[src/rtl/transfer_scheduler_if.sv]
// ---------------------------------------------------------------------------
// transfer_scheduler_if
//
// Purpose : groups the data-path signals between the transfer scheduler, its
//           input FIFO (first-word-fall-through) and the four output FIFOs.
//
// Signals :
//   in_empty        input FIFO empty flag
//   in_data[11:0]   head word of the input FIFO; destination port = in_data[9:8]
//   in_pop          scheduler consumes the head word on this rising edge
//   fill_P0..P3     occupancy of output FIFOs 0..3 (depth 8, values 0..8)
//   out_push[3:0]   one-hot write strobe, one bit per output FIFO
//   out_data[11:0]  word written to the FIFO selected by out_push
//
// Modports:
//   master  scheduler side (drives in_pop, out_push, out_data)
//   slave   FIFO/environment side
// ---------------------------------------------------------------------------
interface transfer_scheduler_if;
    logic        in_empty;
    logic [11:0] in_data;
    logic        in_pop;
    logic [3:0]  fill_P0;
    logic [3:0]  fill_P1;
    logic [3:0]  fill_P2;
    logic [3:0]  fill_P3;
    logic [3:0]  out_push;
    logic [11:0] out_data;

    modport master (
        input  in_empty,
        input  in_data,
        input  fill_P0,
        input  fill_P1,
        input  fill_P2,
        input  fill_P3,
        output in_pop,
        output out_push,
        output out_data
    );

    modport slave (
        output in_empty,
        output in_data,
        output fill_P0,
        output fill_P1,
        output fill_P2,
        output fill_P3,
        input  in_pop,
        input  out_push,
        input  out_data
    );
endinterface

[src/rtl/transfer_scheduler.sv]
// ---------------------------------------------------------------------------
// transfer_scheduler
//
// Purpose : moves words from one FWFT input FIFO to four output FIFOs. The
//           destination is in_data[9:8]. Each output port has a hysteresis
//           block flag (set at >= Umbral_alto, cleared at <= Umbral_bajo) and
//           a blocked head stalls all traffic (no reordering). Per-port 5-bit
//           sent counters can be read back through req/idx.
//
// Ports :
//   clk                       rising-edge clock
//   reset                     asynchronous, active-low
//   init                      1 = enter/hold INIT and load thresholds
//   Umbral_alto, Umbral_bajo  almost-full / release thresholds (words)
//   bus                       transfer_scheduler_if.master (FIFO data path)
//   req, idx                  counter read request and index
//   counterValid, counterOut  read response, one cycle after req
//   state                     FSM state (RESET=00, INIT=01, IDLE=10, ACTIVE=11)
//   idle                      1 in IDLE while the input FIFO is empty
//
// Handshake : in_pop is an acknowledge for the head word; the word is
//   consumed on the rising edge where in_pop=1 (only ever with in_empty=0).
//   out_push is a valid-only strobe with no back-pressure: the scheduler never
//   pushes to a port whose block flag is set, and the word appears on
//   out_data exactly one cycle after its pop.
//
// Configuration : define TL_STALL_COUNT_EN to add a saturating stall counter
//   (ACTIVE cycles with a head word present but no pop), read at idx=5.
//   Without it idx=5 reads 0.
// ---------------------------------------------------------------------------
module transfer_scheduler (
    input  logic                        clk,
    input  logic                        reset,
    input  logic                        init,
    input  logic [2:0]                  Umbral_alto,
    input  logic [2:0]                  Umbral_bajo,
    transfer_scheduler_if.master        bus,
    input  logic                        req,
    input  logic [2:0]                  idx,
    output logic                        counterValid,
    output logic [4:0]                  counterOut,
    output logic [1:0]                  state,
    output logic                        idle
);

    typedef enum logic [1:0] {
        ST_RESET  = 2'b00,
        ST_INIT   = 2'b01,
        ST_IDLE   = 2'b10,
        ST_ACTIVE = 2'b11
    } state_t;

    state_t      state_q;
    state_t      state_d;

    logic [2:0]  alto_q;
    logic [2:0]  bajo_q;
    logic [3:0]  blocked_q;
    logic [3:0]  blocked_d;
    logic [3:0]  out_push_q;
    logic [11:0] out_data_q;
    logic [4:0]  cnt_q [4];
    logic [4:0]  cnt_sum;
    logic [4:0]  rd_val;
    logic [4:0]  stall_val;
    logic        pop;
    logic        idle_c;
    logic [1:0]  dest;
    logic [3:0]  fill [4];
    logic [4:0]  eff_fill [4];

    assign dest    = bus.in_data[9:8];
    assign fill[0] = bus.fill_P0;
    assign fill[1] = bus.fill_P1;
    assign fill[2] = bus.fill_P2;
    assign fill[3] = bus.fill_P3;

    // ---------------- FSM: state register ----------------
    always_ff @(posedge clk or negedge reset) begin
        if (!reset) begin
            state_q <= ST_RESET;
        end else begin
            state_q <= state_d;
        end
    end

    // ---------------- FSM: next state ----------------
    always_comb begin
        state_d = state_q;
        if (init) begin
            state_d = ST_INIT;
        end else begin
            case (state_q)
                ST_RESET:  state_d = ST_INIT;
                ST_INIT:   state_d = ST_IDLE;
                ST_IDLE:   if (!bus.in_empty) state_d = ST_ACTIVE;
                ST_ACTIVE: if (bus.in_empty && !pop) state_d = ST_IDLE;
                default:   state_d = ST_RESET;
            endcase
        end
    end

    // ---------------- FSM: outputs ----------------
    // Pop decision uses the registered block flags, so a port that just
    // crossed Umbral_alto is still served for the cycle in which it crossed.
    always_comb begin
        pop    = 1'b0;
        idle_c = 1'b0;
        case (state_q)
            ST_IDLE:   idle_c = bus.in_empty;
            ST_ACTIVE: pop    = !bus.in_empty && !blocked_q[dest];
            default:   ;
        endcase
    end

    assign bus.in_pop = pop;
    assign idle       = idle_c;
    assign state      = state_q;

    // ---------------- thresholds ----------------
    always_ff @(posedge clk or negedge reset) begin
        if (!reset) begin
            alto_q <= 3'd0;
            bajo_q <= 3'd0;
        end else if (init) begin
            alto_q <= Umbral_alto;
            bajo_q <= Umbral_bajo;
        end
    end

    // ---------------- block flags (hysteresis) ----------------
    // The word being pushed this cycle is not yet in fill_Pp, so it is added
    // here to avoid under-counting the FIFO occupancy by one.
    always_comb begin
        for (int p = 0; p < 4; p++) begin
            eff_fill[p]  = {1'b0, fill[p]} + {4'b0000, out_push_q[p]};
            blocked_d[p] = blocked_q[p];
            if (eff_fill[p] >= {2'b00, alto_q}) begin
                blocked_d[p] = 1'b1;
            end else if (eff_fill[p] <= {2'b00, bajo_q}) begin
                blocked_d[p] = 1'b0;
            end
        end
    end

    always_ff @(posedge clk or negedge reset) begin
        if (!reset) begin
            blocked_q <= 4'b0000;
        end else if (state_q == ST_INIT) begin
            blocked_q <= 4'b0000;
        end else begin
            blocked_q <= blocked_d;
        end
    end

    // ---------------- output register (1-cycle latency) ----------------
    // Not gated by state: a word popped just before init still gets pushed.
    always_ff @(posedge clk or negedge reset) begin
        if (!reset) begin
            out_push_q <= 4'b0000;
            out_data_q <= 12'h000;
        end else if (pop) begin
            out_push_q <= 4'b0001 << dest;
            out_data_q <= bus.in_data;
        end else begin
            out_push_q <= 4'b0000;
            out_data_q <= 12'h000;
        end
    end

    assign bus.out_push = out_push_q;
    assign bus.out_data = out_data_q;

    // ---------------- per-port sent counters (wrap at 32) ----------------
    always_ff @(posedge clk or negedge reset) begin
        if (!reset) begin
            for (int p = 0; p < 4; p++) cnt_q[p] <= 5'd0;
        end else if (state_q == ST_INIT) begin
            for (int p = 0; p < 4; p++) cnt_q[p] <= 5'd0;
        end else begin
            for (int p = 0; p < 4; p++) begin
                if (out_push_q[p]) cnt_q[p] <= cnt_q[p] + 5'd1;
            end
        end
    end

    assign cnt_sum = cnt_q[0] + cnt_q[1] + cnt_q[2] + cnt_q[3];

`ifdef TL_STALL_COUNT_EN
    logic [4:0] stall_q;

    always_ff @(posedge clk or negedge reset) begin
        if (!reset) begin
            stall_q <= 5'd0;
        end else if (state_q == ST_INIT) begin
            stall_q <= 5'd0;
        end else if (state_q == ST_ACTIVE && !bus.in_empty && !pop &&
                     stall_q != 5'd31) begin
            stall_q <= stall_q + 5'd1;
        end
    end

    assign stall_val = stall_q;
`else
    assign stall_val = 5'd0;
`endif

    // ---------------- counter read port ----------------
    // Samples the counters before this edge's increment, so a read that
    // coincides with a push returns the pre-increment value.
    always_comb begin
        rd_val = 5'd0;
        case (idx)
            3'd0:    rd_val = cnt_q[0];
            3'd1:    rd_val = cnt_q[1];
            3'd2:    rd_val = cnt_q[2];
            3'd3:    rd_val = cnt_q[3];
            3'd4:    rd_val = cnt_sum;
            3'd5:    rd_val = stall_val;
            default: rd_val = 5'd0;
        endcase
    end

    always_ff @(posedge clk or negedge reset) begin
        if (!reset) begin
            counterValid <= 1'b0;
            counterOut   <= 5'd0;
        end else if (req) begin
            counterValid <= 1'b1;
            counterOut   <= rd_val;
        end else begin
            counterValid <= 1'b0;
            counterOut   <= 5'd0;
        end
    end

endmodule

[src/flat_wrapper.sv]
// flat-port wrapper written by rule: the top's interface ports become plain ports
module transfer_scheduler_flat 
  (clk, reset, init, Umbral_alto, Umbral_bajo, req, idx, counterValid, counterOut, state, idle, bus_in_empty, bus_in_data, bus_fill_P0, bus_fill_P1, bus_fill_P2, bus_fill_P3, bus_in_pop, bus_out_push, bus_out_data);
  transfer_scheduler_if bus_i ();
  input  logic clk;
  input  logic reset;
  input  logic init;
  input  logic [2:0] Umbral_alto;
  input  logic [2:0] Umbral_bajo;
  input  logic req;
  input  logic [2:0] idx;
  output logic counterValid;
  output logic [4:0] counterOut;
  output logic [1:0] state;
  output logic idle;
  input wire logic [$bits(bus_i.in_empty)-1:0] bus_in_empty;
  input wire logic [$bits(bus_i.in_data)-1:0] bus_in_data;
  input wire logic [$bits(bus_i.fill_P0)-1:0] bus_fill_P0;
  input wire logic [$bits(bus_i.fill_P1)-1:0] bus_fill_P1;
  input wire logic [$bits(bus_i.fill_P2)-1:0] bus_fill_P2;
  input wire logic [$bits(bus_i.fill_P3)-1:0] bus_fill_P3;
  output wire logic [$bits(bus_i.in_pop)-1:0] bus_in_pop;
  output wire logic [$bits(bus_i.out_push)-1:0] bus_out_push;
  output wire logic [$bits(bus_i.out_data)-1:0] bus_out_data;
  assign bus_i.in_empty = bus_in_empty;
  assign bus_i.in_data = bus_in_data;
  assign bus_i.fill_P0 = bus_fill_P0;
  assign bus_i.fill_P1 = bus_fill_P1;
  assign bus_i.fill_P2 = bus_fill_P2;
  assign bus_i.fill_P3 = bus_fill_P3;
  assign bus_in_pop = bus_i.in_pop;
  assign bus_out_push = bus_i.out_push;
  assign bus_out_data = bus_i.out_data;
  transfer_scheduler u_core (.clk(clk), .reset(reset), .init(init), .Umbral_alto(Umbral_alto), .Umbral_bajo(Umbral_bajo), .bus(bus_i), .req(req), .idx(idx), .counterValid(counterValid), .counterOut(counterOut), .state(state), .idle(idle));
endmodule
[config.mk]
export PLATFORM = sky130hd
export DESIGN_NAME = transfer_scheduler_flat
export DESIGN_NICKNAME = d
export VERILOG_FILES = /design/src/rtl/transfer_scheduler_if.sv /design/src/rtl/transfer_scheduler.sv /design/src/flat_wrapper.sv
export SDC_FILE = /design/constraint.sdc
export NUM_CORES = 1
export LEC_CHECK = 0
export CAP_MARGIN = 20
export CORE_MARGIN = 1.5
export CORE_UTILIZATION = 52
export DETAILED_ROUTE_END_ITERATION = 8
export DONT_BUFFER_PORTS = 1
export GPL_TIMING_DRIVEN = 0
export PLACE_DENSITY = 0.76
export SLEW_MARGIN = 20
export SYNTH_ARGS = -nofsm -noshare
export SYNTH_HDL_FRONTEND = slang
export SYNTH_SLANG_ARGS = --single-unit
export TNS_END_PERCENT = 30
[constraint.sdc]
create_clock -name clk -period 2.8 [get_ports clk]
set_input_delay 0.84 -clock clk [delete_from_list [all_inputs] [get_ports clk]]
set_output_delay 0.84 -clock clk [all_outputs]
set_load 0.1 [all_outputs]
# Word level (Yosys, flattened, before mapping)
# Index checks and enable logic that the tools add are counted.
# word_totals
out_inout_bits,26
elab_cells,88
in_bits,42
regBits,54
# op_classes
reduce_logical,16
n_mux,27
n_lt_le_gt_ge,9
eq_ne,9
n_shift,1
addsub,11
# op_table
op,count
5-bit two-way mux,5
5-bit case mux with 5 select lines,1
4-bit by 1-bit adder with 5-bit output,4
"5-bit by 1-bit adder with 5-bit output, second input constant",4
5-bit by 3-bit greater-or-equal comparator with 1-bit output,4
5-bit by 3-bit less-or-equal comparator with 1-bit output,4
20-bit two-way mux,1
5-bit adder,3
1-bit two-way mux,12
12-bit two-way mux,1
3-bit nonzero test,4
4-bit two-way mux,2
2-bit case mux with 4 select lines,1
2-bit nonzero test,4
"3-bit by 2-bit == test with 1-bit output, second input constant",2
2-bit two-way mux,3
"2-bit == test, second input constant",2
"1-bit by 2-bit left shift with 4-bit output, first input constant",1
"3-bit by 1-bit == test with 1-bit output, second input constant",1
"3-bit == test, second input constant",1
1-bit logical NOT,3
3-bit logical NOT,1
"2-bit by 3-bit < comparator with 1-bit output, second input constant",1
"3-bit by 2-bit inequality test with 1-bit output, second input constant",1
other kinds (6),7

# Logic depth before layout (Yosys ltp)
# Gate-level depths: netlist of the first run.
# logic_depth
word_depth,10
ltp_mapped,10
mapped_depth_nobuf,10

# Worst setup path before layout of the first run
# Ideal clock, no wire load.
# synth_path
path_type,register -> output
start,register u_core.state_q[1] (netlist: u_core.state[1])
end,output port idle
path_stages_with_launch,3
required_ns,1.960
t_arrival_ns,3.347
path_slack_ns,-1.387
n_path_buf,0
path_cell_list,dfrtp_1 inv_1 nor3b_1
# synth_via
elab_chain_len,2
# synth_rtl
item,line_no,source
"start, declared",transfer_scheduler.sv:53,state_t state_q;
"start signal, assigned",transfer_scheduler.sv:83,state_q <= state_d;
2-bit == test,transfer_scheduler.sv:109,case (state_q)
1-bit two-way mux,transfer_scheduler.sv:109,
"end, declared",flat_wrapper.sv:15,output logic idle;
# No other way between the ends.

# Worst setup path after layout of the first run
# Same ends and word-level chain as after synthesis.

==> impl.org, run 1 <==
** Outcome
- The run finished with clean final reports.

** Global routing
- Entering global routing, the biggest net connects 55 pins.
- Overall overflow remaining after global route :: 0
- The first global-routing pass estimated 10970 um of wire.
- Antenna violations before repair :: 0
- Aggregate global-route resource usage :: 0.1970
- Number of global-route vias before repair :: 2305

** Setup path
- Crit. Startpoint :: u_core.state[1]
- The setup path with the least slack is of type flop to output pin.
- Counting both buffers and inverters, the worst setup path holds a total of 1.
- Critical path peak fanout :: 6
- STA puts the critical path data required time at between 1.5 and 2 ns.
- Data arrival time of the worst path :: 1.91 ns
- Endpoint class of the critical path :: output pin
- Worst flop-to-flop path startpoint :: u_core.cnt_q[6]
- Walking the worst path, the cells encountered are inv_4, nor3b_4.
- Worst stage delay on the critical path :: approximately 0.87 ns
- Path length in cells of the critical path :: 2
- STA classifies the critical path startpoint as a flop.
- In this design, the largest share of critical-path delay is due to simple AND/OR/NAND/NOR gates.
- Register-to-register setup slack :: 0.13 ns
- On the critical path, the stage with the largest delay is an instance of sky130_fd_sc_hd__nor3b_4.
- For the worst flop-to-flop path, the logic depth is 10.

** CTS
- After clock tree synthesis, the clock-pin slew on the worst setup and hold paths is roughly 0.11 ns.
- Buffer levels on the longest clock path :: 2
- H-tree depth :: 2
- TritonCTS built the clock tree.
- Library cell used as clock root buffer :: sky130_fd_sc_hd__clkbuf_8
- Clock latency on the worst-skew pair, taken at its later pin, is roughly 0.31 ns.
- Num CTS Buffers :: 5
- The tree built by TritonCTS fans out to 54 sinks.

** Layout
- Proportion of layout cells with a drive suffix above 1 :: 0.09816
- Most common library cell in the layout ignoring fill and taps :: sky130_fd_sc_hd__dfrtp_1
- Number of cells in the finished layout apart from fillers :: ~400
- Final nets :: 415
- Commonest cells after routing, fill and taps aside :: sky130_fd_sc_hd__dfrtp_1, sky130_fd_sc_hd__ha_1, sky130_fd_sc_hd__inv_1, sky130_fd_sc_hd__nor2_1
- Utilization of the core after routing :: 0.5956
- Post-synthesis to final-layout area growth :: 8.499%
- Count of inserted antenna diode cells :: 0
- Counting the fill cells in the layout gives ~530.

** Floorplanning
- From bottom edge to top edge, the die measures between 80 and 90 um.
- Initial core utilization :: 0.5489
- The total area inside the core boundary comes to 6061 sq um.
- After floorplanning, the core was divided into 28 placement rows.
- During I/O placement, the number of pins put on the boundary was 68.
- Die Outline Area :: between 6000 and 7000 sq um
- Horiz. Die Dim :: 82.99 um

** Logic synthesis
- Count of state elements after synthesis :: between 50 and 60
- Count of yosys warnings during synthesis :: 0
- Net count of the mapped netlist :: 405
- For this run, asynchronously set or reset flops after synthesis account for 1.000.
- Synthesized area per cell :: around 11 sq um
- Gate Count Post-Synth :: around 320
- The synthesized design contains 0 enable-type register cells.
- The share of the Yosys chip area taken by registers is 0.4062.
- Synthesized area :: 3327 sq um
- Distinct cell type count of the synthesized netlist :: 38
- For this run, the leading register cell type out of synthesis is sky130_fd_sc_hd__dfrtp_1.
- Leading post-synthesis cells by cell area :: sky130_fd_sc_hd__dfrtp_1, sky130_fd_sc_hd__ha_1, sky130_fd_sc_hd__fa_1, sky130_fd_sc_hd__inv_1, sky130_fd_sc_hd__xnor2_1
- Share of Yosys cell area claimed by the top area cell type :: 0.4062
- Summed over all instances, the cell type with the most area after synthesis is sky130_fd_sc_hd__dfrtp_1.

** Detailed routing
- After detailed routing, the average wire length per cell comes to 15.82 um.
- Met2 WL :: 3084 um
- Highest layer used for signal routing :: met4
- Detailed-routed wire length on met3 :: 336 um
- Number of optimization iterations in the first detailed-route pass :: 4
- The final layout contains routed wiring with a total length of 6343 um.
- For this block, wires on met1 add up to 2813 um.
- Count of unresolved DRC violations after routing :: 0
- After the first detailed-routing iteration, the DRC count stood at 132.
- In this run the remaining antenna-violating nets after routing total 0.
- Via total after detailed routing :: 2256
- Detail-routed via count per cell :: 5.626

** Timing
- For the pin with the worst max-slew slack, the measured transition is roughly 1.2 ns.
- For this run, the top clock speed supported by timing is 363.8 MHz.
- Across all setup checks in the final design, the least slack found is 0.05116 ns.
- Ratio of final minimum period to clock period :: 0.9817
- Setup TNS :: 0 ns
- Final Skew :: 0.008588 ns
- Number of endpoints failing setup at the final stage :: 0
- Period minus WS final :: 2.749 ns
- Tightest slew margin relative to the limit :: 0.2315
- Max-slew violation total from the final report :: 0
- Final hold violation count :: 0
- Setup repair after global routing could not meet its margin everywhere.

** Place
- Detailed placement ended at an HPWL of a little under 5000 um.
- Worst setup slack before clock tree synthesis :: 0.05603 ns
- Instance count after placement with tap cells included :: 390
- In this run the tool buffered the top-level ports with 0 buffer cells.
- The congestion estimate from routability-driven global placement came to approximately 0.85.

** Power
- After layout, the design draws a total of roughly 1.7 mW.
- Power spread over the standard cell area amounts to 460.5 nW/um^2.
- Maximum ir drop on the vdd rail :: 0.0002960 V
- The analysis attributes to cell leakage a power of 1.681 nW.

** Min path
- The worst hold path belongs to the class input port to async pin.

** Run
- Max capacitance violation total :: 0
[metrics by stage]
stage / cell area, sq um / hold WS [ns]
floorplan: 3339 / 0.4246
global placement: 3433 / 0.4564
detailed placement: 3433 / 0.4682
CTS: 3552 / 0.1985
global route: 3610 / 0.1858
finish: 3610 / 0.2055
[worst reg2reg max path, delay by kind of cell, from the launching register on]
kind / cells / cell delay, ns
xor+xnor: 1 / 0.17
buf+inv: 2 / 0.14
simple gates: 1 / 0.11
fa+ha+maj: 4 / 1.49
compound gates: 2 / 0.24
flops: 1 / 0.43
[routing by layer]
layer / vias up / track usage
li1: 1100 / -
met1: 1093 / 0.2431
met2: 54 / 0.3289
met3: 9 / 0.05467
met4: 0 / 0.07424
met5: - / 0
[logic make-up (layout without fill, tap and decap cells)]
family,count (synthesis),in the layout,share of synthesized area
compound gates,48,48,0.09440
xor+xnor,25,25,0.06995
fa+ha+maj,48,48,0.1986
buf+inv,43,54,0.05002
flops,54,54,0.4062
mux,12,12,0.04550
simple gates,85,85,0.1354
[cells in the mapped netlist (all sizes together), types with 7 or more instances]
library cell / instances
xnor2: 15
ha: 40
fa: 8
nor2: 25
nand3: 10
nand4: 8
nor2b: 7
and2: 15
o21ai: 9
nand2: 8
xor2: 9
dfrtp: 54
inv: 35
[worst paths after layout]
path                                                to
worst max-delay path                              idle
worst min-delay path                   u_core.cnt_q[9]
worst max register to register    u_core.counterOut[3]
worst min register to register  u_core.bus.out_push[1]
max in group asynchronous       u_core.bus.out_push[1]
min in group clk                u_core.bus.out_push[1]
[power by group]
| part | internal (mW) | leakage [nW] | total, mW | switching (mW) |
|---|---|---|---|---|
| registers | 0.809 | 0.717 | 0.918 | 0.109 |
| logic | 0.0875 | 0.907 | 0.197 | 0.110 |
| clock network | 0.273 | 0.0563 | 0.547 | 0.274 |
[state kept, by name, indices dropped and copies added (netlist names)]
register	flops
u_core.bus.out_data	12
u_core.alto_q	3
u_core.counterOut	5
u_core.bajo_q	3
u_core.state	2
u_core.bus.out_push	4
u_core.blocked_q	4
u_core.cnt_q	20
u_core.counterValid	1
[timing repair]
action | CTS | global route
hold endpoints to repair | 0 | 0
pin swaps | 0 | 3
endpoints found under the setup margin | 2 | 5
resized for setup | 1 | 12
setup buffers | 0 | 3
hold buffers | 0 | 0
[final cells by class]
class,instances,area (sq um),share of cell area
Sequential cell,54,1363,0.3775
Buffer,8,35.03,0.009705
Clock buffer,5,68.82,0.01906
Multi-Input combinational cell,218,1844,0.5109
Clock inverter,3,48.80,0.01352
Timing Repair Buffer,3,22.52,0.006239
Inverter,35,133.9,0.03709
Tap cell,75,93.84,0.02600
No activity file was read; power rests on OpenSTA's default activity.
==> inputs of run 2 (changes only) <==
--- a/config.mk
+++ b/config.mk
@@ -6,7 +6,6 @@
 export NUM_CORES = 1
 export LEC_CHECK = 0
 export CAP_MARGIN = 20
-export CORE_MARGIN = 1.5
 export CORE_UTILIZATION = 52
 export DETAILED_ROUTE_END_ITERATION = 8
 export DONT_BUFFER_PORTS = 1
==> run 2 against run 1 <==
Against the previous run: design area shrank 0.49%; global-route usage grew 2.0 points; worst hold slack gained 0.0048 ns; first-iteration DRC count shrank 44%; fmax shrank 0.31%; flip-flop and latch count is the same; sequential share of layout area grew 0.11 points; via count grew 2.5%; total power is essentially flat; critical endpoint unchanged; highest routed layer unchanged.
==> impl.org, run 2 (synthesized netlist as in run 1, its figures left out) <==
** Global routing
- The initial antenna violation count was 0 (unchanged).
- Pin count of the biggest net entering global routing :: 55 (unchanged)
- Number of global-route vias before repair :: 2406 (was 2305)
- Aggregate global-route resource usage :: 0.2175 (was 0.1970)
- The global-route wire length before repair was 10880 um (was 10970 um).
- The leftover overflow at the end of global routing is 0 (unchanged).

** Setup path
- The type of origin of the critical path is a flop (unchanged).
- Worst r2r path cells :: 10 (unchanged)
- Data arrival time of the worst path :: 1.92 ns (was 1.91 ns)
- Worst EP required :: 1.96 ns (about the same)
- Endpoint class of the critical path :: output pin (unchanged)
- The flop-to-flop setup slack was 0.11 ns (was 0.13 ns).
- The critical path class is flop to output pin (unchanged).
- Critical register-to-register path endpoint :: u_core.counterOut[3] (unchanged)
- The origin of the critical flop-to-flop path is u_core.cnt_q[1] (was u_core.cnt_q[6]).
- The peak fanout along the critical path is 6 (unchanged).

** Timing
- RSZ-0062 raised after global routing: true (unchanged).
- The number of failing setup endpoints in the final timing report is 0 (unchanged).
- Final Skew :: 0.01036 ns (was 0.008588 ns)
- The share of the clock period used by the worst path after layout is 0.9847 (was 0.9817).
- Tightest slew margin relative to the limit :: 0.2518 (was 0.2315)
- The total count of max-transition violations in the final report is 0 (unchanged).
- Tightest Pin Transition :: 1.122 ns (was 1.153 ns)
- The top achievable clock speed is 362.7 MHz (was 363.8 MHz).
- Period minus WS final :: 2.757 ns (was 2.749 ns)
- Worst Slack Setup Final :: 0.04274 ns (was 0.05116 ns)
- The worst hold margin was 0.2103 ns (was 0.2055 ns).
- Setup TNS :: 0 ns (unchanged)
- Final hold violation count :: 0 (unchanged)

** CTS
- The CTS sink count is 54 (unchanged).
- The clock-pin slew reported for the worst setup and hold paths after clock tree synthesis came to 0.11 ns (about the same).
- H-tree depth :: 2 (unchanged)
- The clock latency reported for the late side of the worst-skew pair is 0.31 ns (about the same).
- Cts hold-fix bufs :: 0 (unchanged)
- The root buffer cell is sky130_fd_sc_hd__clkbuf_8 (unchanged).
- Num CTS Buffers :: 5 (unchanged)
- Clock tree from TritonCTS :: built (unchanged)
- Buffer levels on the longest clock path :: 2 (unchanged)

** Layout
- The final instance count without filler cells came to 400 (was 401).
- Proportion of layout cells with a drive suffix above 1 :: 0.1015 (was 0.09816)
- Most flop-heavy register :: u_core.cnt_q (unchanged)
- Post-route standard cell area excluding fillers :: 3592 sq um (was 3610 sq um)
- Utilization of the core after routing :: 0.5927 (was 0.5956)
- Final nets :: 414 (was 415)
- Number of fill cells in the layout :: 522 (was 529)
- The number of flip-flops in the largest register is 20 (unchanged).
- Count of inserted antenna diode cells :: 0 (unchanged)
- Commonest cells after routing, fill and taps aside :: sky130_fd_sc_hd__dfrtp_1, sky130_fd_sc_hd__ha_1, sky130_fd_sc_hd__inv_1, sky130_fd_sc_hd__nor2_1 (unchanged)
- Footprint of the flip-flops and latches :: 1360 sq um (was 1363 sq um)
- Most common library cell in the layout ignoring fill and taps :: sky130_fd_sc_hd__dfrtp_1 (unchanged)
- Area of the multi-input gates :: 1837 sq um (was 1844 sq um)
- Post-synthesis to final-layout area growth :: 7.973% (was 8.499%)

** Detailed routing
- Count of unresolved DRC violations after routing :: 0 (unchanged)
- The number of detailed-route iterations in the first pass came to 4 (unchanged).
- The via total after detailed routing is 2313 (was 2256).
- The via density per instance is 5.783 (was 5.626).
- Number of routed nets with antenna violations :: 0 (unchanged)
- The detailed router's first-iteration violation count is 74 (was 132).
- The wire length per cell is 16.04 um (was 15.82 um).
- The total routed wirelength was 6414 um (was 6343 um).

** Outcome
- Result of the run :: completed (unchanged)

** Place
- The cell area after placement was 3433 sq um (unchanged).
- The half-perimeter wire length after detailed placement is 4913 um (was 4880 um).
- Total of buffers placed on input and output ports :: 0 (unchanged)
- Weighted congestion reported at the end of routability-driven placement :: 0.8308 (was 0.8518)
- The post-placement worst setup slack came to 0.04161 ns (was 0.05603 ns).
- Instance count after placement with tap cells included :: 390 (unchanged)

** Floorplanning
- Horiz. Die Dim :: 81.99 um (was 82.99 um)
- The floorplan die area is 6722 sq um (was 6887 sq um).
- The standard-cell row count is 28 (unchanged).
- Standard cell core area :: 6061 sq um (unchanged)
- Die H :: 81.99 um (was 82.99 um)
- The number of ports placed on the die boundary is 68 (unchanged).
- The initial cell density of the core came to 0.5489 (unchanged).

** Power
- The largest vdd supply drop is 0.0002816 V (was 0.0002960 V).
- The leakage power of the design was 1.675 nW (was 1.681 nW).
- Overall power after layout :: 1.661 mW (was 1.662 mW)
- Cell area power density :: 462.3 nW/um^2 (was 460.5 nW/um^2)

** Run
- The number of maximum-capacitance constraint violations came to 0 (unchanged).

** Min path
- Worst hold path class :: input port to async pin (unchanged)
==> run 2: changes by cell type in the layout (fill, tap and decap cells not counted), sizes merged <==
cell  change
buf       -1
==> run 2: worst max path at each step <==
| stage | start | slack (ns) | endpoint | cells after the start |
|---|---|---|---|---|
| global route | u_core.state[1] | -0.005 | idle | 2 |
| CTS | u_core.state[1] | -0.15 | idle | 2 |
| floorplan | u_core.cnt_q[1] | 0.20 | u_core.counterOut[2] | 9 |
| global placement | u_core.state[0] | 0.08 | bus_in_pop | 3 |
| detailed placement | u_core.cnt_q[1] | 0.04 | u_core.counterOut[3] | 10 |
| finish | u_core.state[1] | 0.04 | idle | 2 |
==> run 2: power breakdown <==
part	leakage, nW	switching (mW)	internal [mW]
Combinational	0.902	0.109	0.0869
Sequential	0.717	0.108	0.808
Clock	0.0563	0.275	0.273
==> run 2: routing by layer <==
layer  GRT usage  part of all wire  vias to the layer above
li1            -                 -                     1093
met4      0.1105             0.036                        0
met3     0.05778             0.066                       20
met2      0.3653              0.48                       74
met1      0.2541              0.42                     1126
met5           0                 0                        -
==> run 2: cell type report <==
class	count	area share
Inverter	35	0.03727
Multi-Input combinational cell	218	0.5113
Timing Repair Buffer	2	0.004180
Sequential cell	54	0.3786
Buffer	8	0.009753
Tap cell	75	0.02612
Clock inverter	3	0.01358
Clock buffer	5	0.01916
==> run 2: critical path: stages (launching register included) <==
cell	delay [ns]
sky130_fd_sc_hd__dfrtp_4	0.67
sky130_fd_sc_hd__inv_4	0.06
sky130_fd_sc_hd__nor3b_4	0.87
==> run 2: what timing repair did <==
item,CTS,global route
gates resized for setup,1,12
buffers inserted,0,2
setup endpoints to repair,2,5
pin swaps,0,6
==> edit 1 (settings of run 1) <==
The option `TL_STALL_COUNT_EN` is turned on by a define.
--- a/src/rtl/transfer_scheduler.sv
+++ b/src/rtl/transfer_scheduler.sv
@@ -28,6 +28,8 @@
 //   (ACTIVE cycles with a head word present but no pop), read at idx=5.
 //   Without it idx=5 reads 0.
 // ---------------------------------------------------------------------------
+`define TL_STALL_COUNT_EN
+
 module transfer_scheduler (
     input  logic                        clk,
     input  logic                        reset,
Behaviour: not the same (a bounded check fails within 10 cycles, from zero or initial values and one cycle with reset low).
==> edit 1 against run 1 <==
Wire length grew 17%. Total power grew 27%. Sequential share of layout area shrank 1.6 points. Worst setup slack lost 0.0062 ns. Sequential cell count grew 5. Core utilization grew 0.99 points. Design area grew 14%. Worst hold slack lost 0.019 ns. Synthesized area grew 9.6%. Largest power group unchanged. Highest routed layer unchanged.
==> edit 1: results (changes against run 1) <==
----------------------------------------------------
[Logic synthesis]
  XOR/XNOR Fraction of Synth Area ... 6.86% (-0.13 points)
  Share of the synthesized area in compound gates (AO/OA/AOI/OAI) ... 10.6% (+1.1 points)
  Most used flip-flop cell after synthesis ... sky130_fd_sc_hd__dfrtp_1
  Synth cell count leaders ... sky130_fd_sc_hd__dfrtp_1 (59), sky130_fd_sc_hd__ha_1 (42), sky130_fd_sc_hd__inv_1 (33), sky130_fd_sc_hd__nor2_1 (26)
  Proportion of synthesized area in mux cells ... 5.11% (+0.56 points)
  Adder and majority cell fraction of the synthesized area ... 18.8% (-1.1 points)
  Distinct cells, synth ... 42 (+11%)
  Ranking of synthesized cells by area ... sky130_fd_sc_hd__dfrtp_1 (40%), sky130_fd_sc_hd__ha_1 (14%), sky130_fd_sc_hd__fa_1 (4.4%)
  Gate count of the mapped netlist ... 347 (+10%)
  Sequential element share of the synthesized area ... 40.5% (-0.12 points)
  Syn Nets ... 439 (+8.4%)

[Placed design]
  Placed wire-length estimate ... 5500 µm (+13%)
  Final RePlAce weighted congestion ... 0.861 (+1.0%)
  DP Worst Slack ... -0.175 ns (-0.231 ns)

[Detailed routing]
  DR WL/cell ... 15.8 µm (+0.20%)
  Initial DRC count ... 121 (-8.3%)
  Via count ... 2608 (+16%)

[Worst setup path]
  Depth of the worst register-to-register path ... 7 (-3)
  R2R Path Start ... u_core.bus.out_push[0]
  Reg-to-reg setup timing slack ... 0.10 ns (-0.03 ns)
  Max FO, Critical Path ... 5 (-1)
  Endpoint of the worst register-to-register path ... u_core.blocked_q[0]

[GRT]
  Overall fraction of global-route tracks in use ... 21.8% (+2.1 points)
  Via count of the first global-routing pass ... 2705 (+17%)
  First-pass GRT wire length ... 12500 µm (+14%)
  Maximum number of pins on one net before global-route repair ... 60 (+9.1%)

[Clocking]
  Clock-pin slew of the registers on the worst-case setup and hold paths ... 0.07 ns (-0.04 ns)
  Worst skew pair latency ... 0.35 ns (+0.04 ns)
  Number of buffers created by CTS ... 9 (+4)
  H-tree Lvls ... 3 (+1)

[Finish]
  Share of cells above drive strength 1 ... 14.4% (+4.6 points)
  Number of antenna repair diodes ... 0 (unchanged)
  Net count of the finished layout ... 461 (+11%)
  Largest register FFs ... 20 (unchanged)
  Number of cells in the finished layout apart from fillers ... 470 (+17%)

[Power and ir drop]
  Switching power ... 0.603 mW (+22%)
  Max VDD drop ... 0.369 mV (+25%)
  Reported leakage power ... 1.99 nW (+18%)

[Timing]
  Pin slew with the least headroom to its limit ... 1.17 ns (+0.0201 ns)
  Worst-case hold slack ... 0.186 ns (-0.0191 ns)
  Final setup skew ... 0.00943 ns (+0.000838 ns)

[Outcome]
  Run status ... complete, no violations

----------------------------------------------------
edit 1: worst max path at each step:
stage | start | end | slack [ns] | cells after the start
after floorplan | bus_in_data[8] | bus_in_pop | -0.03 | 3
after global placement | u_core.state[0] | bus_in_pop | -0.16 | 3
after detailed placement | u_core.state[0] | bus_in_pop | -0.18 | 3
after CTS | u_core.cnt_q[11] | u_core.counterOut[3] | -0.01 | 10
after global routing | u_core.cnt_q[7] | u_core.counterOut[3] | -0.05 | 9
final | u_core.state[1] | idle | 0.05 | 2
edit 1: worst max-delay path: stages (launching register included):
cell,delay [ns]
sky130_fd_sc_hd__dfrtp_4,0.65
sky130_fd_sc_hd__inv_4,0.07
sky130_fd_sc_hd__nor3b_4,0.85
edit 1: cell families (layout without fill, tap and decap cells):
kind of cell / Yosys count / in the layout
and+or+nand+nor: 95 / 95
DFF: 59 / 59
AOI/OAI and AO/OA: 56 / 56
adders and majority gates: 50 / 50
buffers and inverters: 43 / 70
xor gates and xnor gates: 27 / 27
muxes: 17 / 17
edit 1: final cells by class:
| type | count | area [µm²] |
|---|---|---|
| Tap cell | 96 | 120 |
| Sequential cell | 59 | 1490 |
| Multi-Input combinational cell | 245 | 2020 |
| Fill cell | 533 | 2680 |
| Clock inverter | 6 | 88.8 |
| Clock buffer | 10 | 138 |
| Timing Repair Buffer | 11 | 82.6 |
| Buffer | 10 | 53.8 |
| Inverter | 33 | 126 |
edit 1: through the flow:
| stage | util (%) | area (µm²) |
|---|---|---|
| after floorplan | - | 3660 |
| after global placement | 55.6 | 3780 |
| after detailed placement | 55.6 | 3780 |
| after CTS | 59.3 | 4030 |
| after global routing | 60.6 | 4110 |
| final | 60.6 | 4110 |
edit 1: power by group through the flow:
stage	registers, mW	clock network (mW)	logic [mW]
floorplan	1.01	0	0.183
global placement	1.02	0	0.216
detailed placement	1.02	0	0.231
global route	1.01	0.939	0.266
CTS	1.01	0.890	0.233
finish	1.01	0.875	0.235
edit 1: timing repair:
action                                  in CTS  in global routing
endpoints found under the setup margin       3                  5
gates resized for setup                      7                  8
pin swaps                                    2                  7
hold endpoints to repair                     0                  0
setup buffers                                1                 10
edit 1: layer usage:
metal  track usage (%)  up-vias  routed length (µm)
li1                  -     1232                   -
met1              27.4     1259                3190
met2              34.7       98                3560
met3              6.48       19                 518
met4              10.3        0                 180
met5                 0        -                   0
==> edit 2 (config.mk and constraints of run 1) <==
Without the edit above. Register the output `counterOut` once more, without a reset; this adds one clock of latency there. The other outputs are not delayed to match. Comments in the files are not updated.
--- a/src/rtl/transfer_scheduler.sv
+++ b/src/rtl/transfer_scheduler.sv
@@ -50,6 +50,8 @@
         ST_ACTIVE = 2'b11
     } state_t;
 
+    logic [4:0] counterOut_s0;
+
     state_t      state_q;
     state_t      state_d;
 
@@ -224,14 +226,18 @@
     always_ff @(posedge clk or negedge reset) begin
         if (!reset) begin
             counterValid <= 1'b0;
-            counterOut   <= 5'd0;
+            counterOut_s0 <= 5'd0;
         end else if (req) begin
             counterValid <= 1'b1;
-            counterOut   <= rd_val;
+            counterOut_s0 <= rd_val;
         end else begin
             counterValid <= 1'b0;
-            counterOut   <= 5'd0;
-        end
+            counterOut_s0 <= 5'd0;
+        end
+    end
+
+    always_ff @(posedge clk) begin
+        counterOut <= counterOut_s0;
     end
 
 endmodule
Formal check against the unedited RTL: not equivalent (Yosys sat finds a counterexample within 10 cycles, from zero or initial values and one cycle with reset low).
==> edit 2 against run 1 <==
Sequential cell count grew 5. Total power rose by 19%. Wire length is 2.0% higher. Synthesized area grew 3.0%. Design area increased by 4.7%. Maximum frequency fell by 0.67%. Worst setup slack got worse by 0.019 ns. Clock power grew 43%. Critical path type unchanged.
==> edit 2: results (changes against run 1) <==
----------------------------------------------------
[Power and ir drop]
  Relative contribution of the clock network to total power ... 39.6% (+6.7 points)
  Reported leakage power ... 1.77 nW (+5.1%)
  Overall power consumption ... 1.97 mW (+19%)

[Finish]
  Net count of the finished layout ... 424 (+2.2%)

[GRT]
  Via count of the first global-routing pass ... 2348 (+1.9%)
  GR met2 Demand/Resource ... 33.4% (+0.49 points)

[Clocking]
  H-tree Lvls ... 3 (+1)
  Clock-pin slew of the registers on the worst-case setup and hold paths ... 0.07 ns (-0.04 ns)
  Number of buffers created by CTS ... 9 (+4)

[Detailed routing]
  Metal3 WL ... 429 µm (+28%)
  Routed Wire Length ... 6470 µm (+2.0%)
  Length of routed met2 wiring ... 3210 µm (+4.2%)

[Logic synthesis]
  XOR/XNOR Fraction of Synth Area ... 6.79% (-0.20 points)
  Distinct cells, synth ... 39 (+2.6%)
  Sequential element share of the synthesized area ... 42.4% (+1.7 points)
  Ranking of synthesized cells by area ... sky130_fd_sc_hd__dfrtp_1 (39%), sky130_fd_sc_hd__ha_1 (15%), sky130_fd_sc_hd__fa_1 (4.7%)

[Worst setup path]
  Endpoint of the worst register-to-register path ... u_core.blocked_q[1]
  Depth of the worst register-to-register path ... 7 (-3)
  R2R Path Start ... u_core.bus.out_push[1]

[Placed design]
  Post-place instance area ... 3540 µm² (+3.0%)
  DP Worst Slack ... 0.0294 ns (-0.0266 ns)
  Final RePlAce weighted congestion ... 0.858 (+0.73%)

[Timing]
  Worst-case headroom to the max-slew limit ... 23.3% (+0.17 points)
  Final setup skew ... 0.00825 ns (-0.000339 ns)
  Worst-case hold slack ... 0.186 ns (-0.0192 ns)

[Outcome]
  Run status ... complete, no violations

----------------------------------------------------
[edit 2: cell types whose count changed in the layout (fill, tap and decap cells not counted), moves of 2 or more]
| cell | change |
|---|---|
| sky130_fd_sc_hd__clkbuf_8 | +5 |
| sky130_fd_sc_hd__clkinv_4 | +2 |
| sky130_fd_sc_hd__dfrtp_1 | +2 |
| sky130_fd_sc_hd__dfrtp_2 | -2 |
| sky130_fd_sc_hd__dfxtp_1 | +5 |
[edit 2: cell families after synthesis]
group           Yosys count
compound gates           48
xor+xnor                 25
fa+ha+maj                48
buf+inv                  43
flops                    59
mux                      12
simple gates             85
[edit 2: area by class of cell]
class                      instances  area (µm²)
clock inverter                     5        62.6
sequential                        59        1460
fill                             525        2570
multi-input combinational        218        1830
buffer                             8        35.0
timing repair buffer               3        22.5
tap                               77        96.3
inverter                          35         134
clock buffer                      11         141
